## config.mk

```make
export PLATFORM = sky130hd
export DESIGN_NAME = regs_wb_arbiter
export DESIGN_NICKNAME = d
export VERILOG_FILES = /design/src/rtl/regs_wb_arbiter.sv
export SDC_FILE = /design/constraint.sdc
export NUM_CORES = 1
export LEC_CHECK = 0
export ABC_CLOCK_PERIOD_IN_PS = 6200
export CAP_MARGIN = 20
export CORE_ASPECT_RATIO = 1.25
export CORE_UTILIZATION = 40
export DETAILED_ROUTE_END_ITERATION = 7
export PLACE_DENSITY_LB_ADDON = 0.25
export SLEW_MARGIN = 10
export SYNTH_ARGS = -nofsm -noshare
export SYNTH_HDL_FRONTEND = slang
export SYNTH_SLANG_ARGS = --single-unit
```

## constraint.sdc

```tcl
create_clock -name clk -period 6.2 [get_ports clk]
set_input_delay 1.55 -clock clk [delete_from_list [all_inputs] [get_ports clk]]
set_output_delay 1.55 -clock clk [all_outputs]
set_load 0.02 [all_outputs]
```

## src/rtl/regs_wb_arbiter.sv

```systemverilog
`timescale 1ns/1ps
// Register-file writeback arbiter: two requesters (A=ALU, B=load) each own
// one holding entry; a round-robin grant feeds registered we/waddr/wdata.
// Ports: clk, rst_ (async active-high), a_/b_ valid/ready/addr/data,
//        we_o/waddr_o/wdata_o (registered), pend_o (pending-write mask).
// Macro REGS_WB_FIXED_PRIO_EN: when both entries are valid, A always wins.
module regs_wb_arbiter #(
  parameter int ADDR_W = 5,
  parameter int DATA_W = 32
) (
  input  logic              clk,
  input  logic              rst_,
  input  logic              a_valid_i,
  output logic              a_ready_o,
  input  logic [ADDR_W-1:0] a_addr_i,
  input  logic [DATA_W-1:0] a_data_i,
  input  logic              b_valid_i,
  output logic              b_ready_o,
  input  logic [ADDR_W-1:0] b_addr_i,
  input  logic [DATA_W-1:0] b_data_i,
  output logic              we_o,
  output logic [ADDR_W-1:0] waddr_o,
  output logic [DATA_W-1:0] wdata_o,
  output logic [31:0]       pend_o
);

  logic              hold_a_valid;
  logic [ADDR_W-1:0] hold_a_addr;
  logic [DATA_W-1:0] hold_a_data;
  logic              hold_b_valid;
  logic [ADDR_W-1:0] hold_b_addr;
  logic [DATA_W-1:0] hold_b_data;

  logic grant_a;
  logic grant_b;
  logic a_acc;
  logic b_acc;

`ifdef REGS_WB_FIXED_PRIO_EN
  assign grant_a = hold_a_valid;
`else
  typedef enum logic {PORT_A, PORT_B} port_e;
  port_e rr_ptr;

  assign grant_a = hold_a_valid
                 & (!hold_b_valid | (rr_ptr == PORT_A));

  // Pointer moves only on a grant, to the port that lost.
  always_ff @(posedge clk or posedge rst_) begin
    if (rst_) begin
      rr_ptr <= PORT_A;
    end else if (grant_a) begin
      rr_ptr <= PORT_B;
    end else if (hold_b_valid) begin
      rr_ptr <= PORT_A;
    end
  end
`endif

  assign grant_b = hold_b_valid & !grant_a;

  // Ready depends only on state (and reset), never on valid_i.
  assign a_ready_o = !rst_ & (!hold_a_valid | grant_a);
  assign b_ready_o = !rst_ & (!hold_b_valid | grant_b);

  assign a_acc = a_valid_i & a_ready_o;
  assign b_acc = b_valid_i & b_ready_o;

  // x0 writes complete the handshake but never occupy the entry;
  // a refill in the grant cycle takes priority over the clear.
  always_ff @(posedge clk or posedge rst_) begin
    if (rst_) begin
      hold_a_valid <= 1'b0;
      hold_a_addr  <= '0;
      hold_a_data  <= '0;
    end else if (a_acc && (a_addr_i != '0)) begin
      hold_a_valid <= 1'b1;
      hold_a_addr  <= a_addr_i;
      hold_a_data  <= a_data_i;
    end else if (grant_a) begin
      hold_a_valid <= 1'b0;
    end
  end

  always_ff @(posedge clk or posedge rst_) begin
    if (rst_) begin
      hold_b_valid <= 1'b0;
      hold_b_addr  <= '0;
      hold_b_data  <= '0;
    end else if (b_acc && (b_addr_i != '0)) begin
      hold_b_valid <= 1'b1;
      hold_b_addr  <= b_addr_i;
      hold_b_data  <= b_data_i;
    end else if (grant_b) begin
      hold_b_valid <= 1'b0;
    end
  end

  always_ff @(posedge clk or posedge rst_) begin
    if (rst_) begin
      we_o    <= 1'b0;
      waddr_o <= '0;
      wdata_o <= '0;
    end else if (grant_a) begin
      we_o    <= 1'b1;
      waddr_o <= hold_a_addr;
      wdata_o <= hold_a_data;
    end else if (grant_b) begin
      we_o    <= 1'b1;
      waddr_o <= hold_b_addr;
      wdata_o <= hold_b_data;
    end else begin
      we_o    <= 1'b0;
    end
  end

  always_comb begin
    pend_o = '0;
    for (int k = 1; k < 32; k++) begin
      pend_o[k] = (hold_a_valid && (hold_a_addr == ADDR_W'(k)))
                | (hold_b_valid && (hold_b_addr == ADDR_W'(k)))
                | (we_o && (waddr_o == ADDR_W'(k)));
    end
  end

endmodule

```

==> flow_summary.toml <==
[run_status]
status = "completed"

[layout]
final-seq-area_um2 = 2878
insertedDiodeCount = 0
multi_input_comb_area_um2 = 2502
fillers = 1138
syn2layout_area_growth_pct = 39.96
nets = 668
fin_util_pct = 57.98
drive_above_1_share_pct = 18.57

[setup_path]
r2r_end = "hold_b_data[28]$_DFFE_PP0P_"
worstPathMaxFanout = 3
crit_required_ns = 4.65
cp_cell_sequence = "clkdlybuf4s50_1 -> a31oi_1 -> clkdlybuf4s50_1"
crit_arrival_ns = 2.93
path_class = "input port to output pin"
cp_num_buf_inv = 2
critPathTopFamily = "buffers and inverters"
cp_slowest_cell = "clkdlybuf4s50_1"
end_kind = "output pin"
crit_top_cell = "clkdlybuf4s50_1"
cpPeakStageDelay_ns = 0.65
ff2ff_path_depth = 4
critPathLaunchType = "input port"
worstReg2RegStart = "hold_b_valid$_DFFE_PP0P_"
reg2reg_slack_ns = 3.75

[global_route]
grt_max_degree = 65
gr-total-overflow = 0
grt_pass1_vias = 4448
antenna_found_initial = 0
grt_pass1_wl_um = 23320
grt_usage_pct = 21.24

[pwr]
power_mw = 2.832
p_leak_nw = 3.566
vdd_ir_drop_max_uv = 234.5
powerDensity_nw_per_um2 = 364.4

[synthesis]
ys_ff_latch = 115
ys_top_cells_by_area = "dfrtp_1 (52%), mux2_4 (8.1%), mux2_2 (7.9%)"
syn-instance-count = 449
netlist_area_um2 = 5554
ys_seq_area_share_pct = 51.81
yosys_warnings = 0
yosysTopAreaCellShare_pct = 51.81
synth-edff-count = 0
yosysMostFrequentCell = "dfrtp_1"
synth.largest_area_cell = "dfrtp_1"
syn_avg_cell_area_um2 = 12.37
ys_async_sr_fraction_pct = 100.0
synthFlopType = "dfrtp_1"
synth.distinct_cells = 36
synth_nets = 527
synthTopCellsByCount = "dfrtp_1 (115), nand2_1 (52), mux2_2 (39)"

[route]
drt-total-wl_um = 14530
drc = 0
dr.pass1.iters = 4
ant_nets = 0
drt-initial-drc-count = 219
wl_met3_um = 768
wl_per_cell_um = 18.77
vias = 4260
routedLengthMet1_um = 5905
highest-signal-layer = "met4"
met2WireLength_um = 7656
via_per_inst = 5.504

[clock_network]
post_cts_resized = 0
cts_tree = "built"
numCtsBuffers = 17
cts.path.max_buffers = 2
htree_levels = 4
cts.sinks = 115
cts_hold_buf = 0
root_buffer = "clkbuf_16"
clk_latency_ns = 0.41
clk_pin_slew_ns = 0.05
cts_setup_buffers = 0

[placement]
portBuffers = 148
place_congestion = 0.9021
dp_hpwl_um = 9696

[worst_hold_path]
min_to = "wdata_o[31]$_DFFE_PP0P_"
worstHoldStart = "hold_b_data[31]$_DFFE_PP0P_"
hold_depth = 1
hp-class = "register to register"

[sta]
fmax_mhz = 223.4
worstMarginPinSlew_ns = 0.9757
slew_headroom_pct = 34.80
final.setup.tns_ns = 0
fin_crit_ns = 4.476
rsz0062_at_grt = "false"
fin_crit_sh_pct = 72.20
finalClockSkew_ns = 0.01115
hold_viol = 0
setup_viol = 0
slew_viol_final = 0

[die]
ioPinCount = 150
std_cell_rows = 47
die_w_um = 107.4
die_h_um = 133.7
core_area_um2 = 13410
initial_core_util_pct = 41.42
dieArea_um2 = 14360

[flow_run]
drv_cap = 0
==> sequential cells by signal, summed over array words and instances (netlist names) <==
| name | count |
|---|---|
| hold_a_data | 32 |
| wdata_o | 32 |
| hold_b_data | 32 |
| hold_b_addr | 5 |
| hold_a_addr | 5 |
| hold_b_valid | 1 |
| hold_a_valid | 1 |
| waddr_o | 5 |
| rr_ptr | 1 |
| we_o | 1 |
==> worst max path at each step <==
stage	from	endpoint	slack (ns)	cells past startpoint
global placement	rst_	a_ready_o	1.78	3
CTS	rst_	a_ready_o	1.73	3
finish	rst_	a_ready_o	1.72	3
floorplan	rst_	b_ready_o	0.24	2
global route	rst_	a_ready_o	1.68	3
detailed placement	rst_	a_ready_o	1.74	3
==> cells in the final DEF, fill, tap and decap left out, drive strengths merged, types with 2 or more instances in the layout <==
cell	instances
a21o	36
a222oi	2
a22o	36
a22oi	21
a32oi	8
and2	2
and4	3
and4b	9
buf	6
bufinv	3
clkbuf	20
clkdlybuf4s50	148
clkinv	6
clkinvlp	2
dfrtp	115
inv	6
mux2	74
nand2	52
nand3	11
nor2	7
nor2b	11
nor4b	3
nor4bb	9
o211ai	3
o21ai	2
or4	2
==> metal layers <==
layer | vias up | GRT usage (%)
li1 | 1955 | -
met1 | 2129 | 25.44
met2 | 161 | 37.31
met3 | 15 | 4.990
met4 | 0 | 6.849
met5 | - | 0
==> stage by stage <==
stage	instance area, µm²	hold slack (ns)	std cells	worst slack [ns]
3_5_place_dp	7134	0.4648	741	1.735
3_3_place_gp	7134	0.4532	741	1.780
2_1_floorplan	5554	0.4435	449	0.2407
5_1_grt	7774	0.4905	774	1.678
6_report	7774	0.4753	774	1.724
4_1_cts	7746	0.4778	773	1.735
==> final cells by class <==
class | count | share of cell area [%]
multi-input cells | 297 | 32.19
flip-flops and latches | 115 | 37.02
clock inverters | 12 | 1.996
repair buffers | 154 | 19.89
inverters | 5 | 0.2736
clock buffers | 20 | 5.875
well taps | 171 | 2.752
==> logic make-up (layout without fill, tap and decap cells) <==
family,after synthesis,after routing,synth area share (%)
other,1,1,0.06752
flip-flops,115,115,51.81
multiplexers,75,75,17.21
AND/OR/NAND/NOR,111,111,11.22
AO/OA/AOI/OAI,110,110,16.15
buffers and inverters,37,191,3.537
==> power breakdown <==
part | internal, mW | switching [mW] | leakage [nW] | total (mW)
clock | 0.654 | 0.345 | 0.296 | 0.999
sequential | 0.912 | 0.160 | 1.36 | 1.07
combinational | 0.418 | 0.343 | 1.91 | 0.761
total | 1.98 | 0.849 | 3.57 | 2.83
Note: power is estimated with default switching activity, not from simulation.
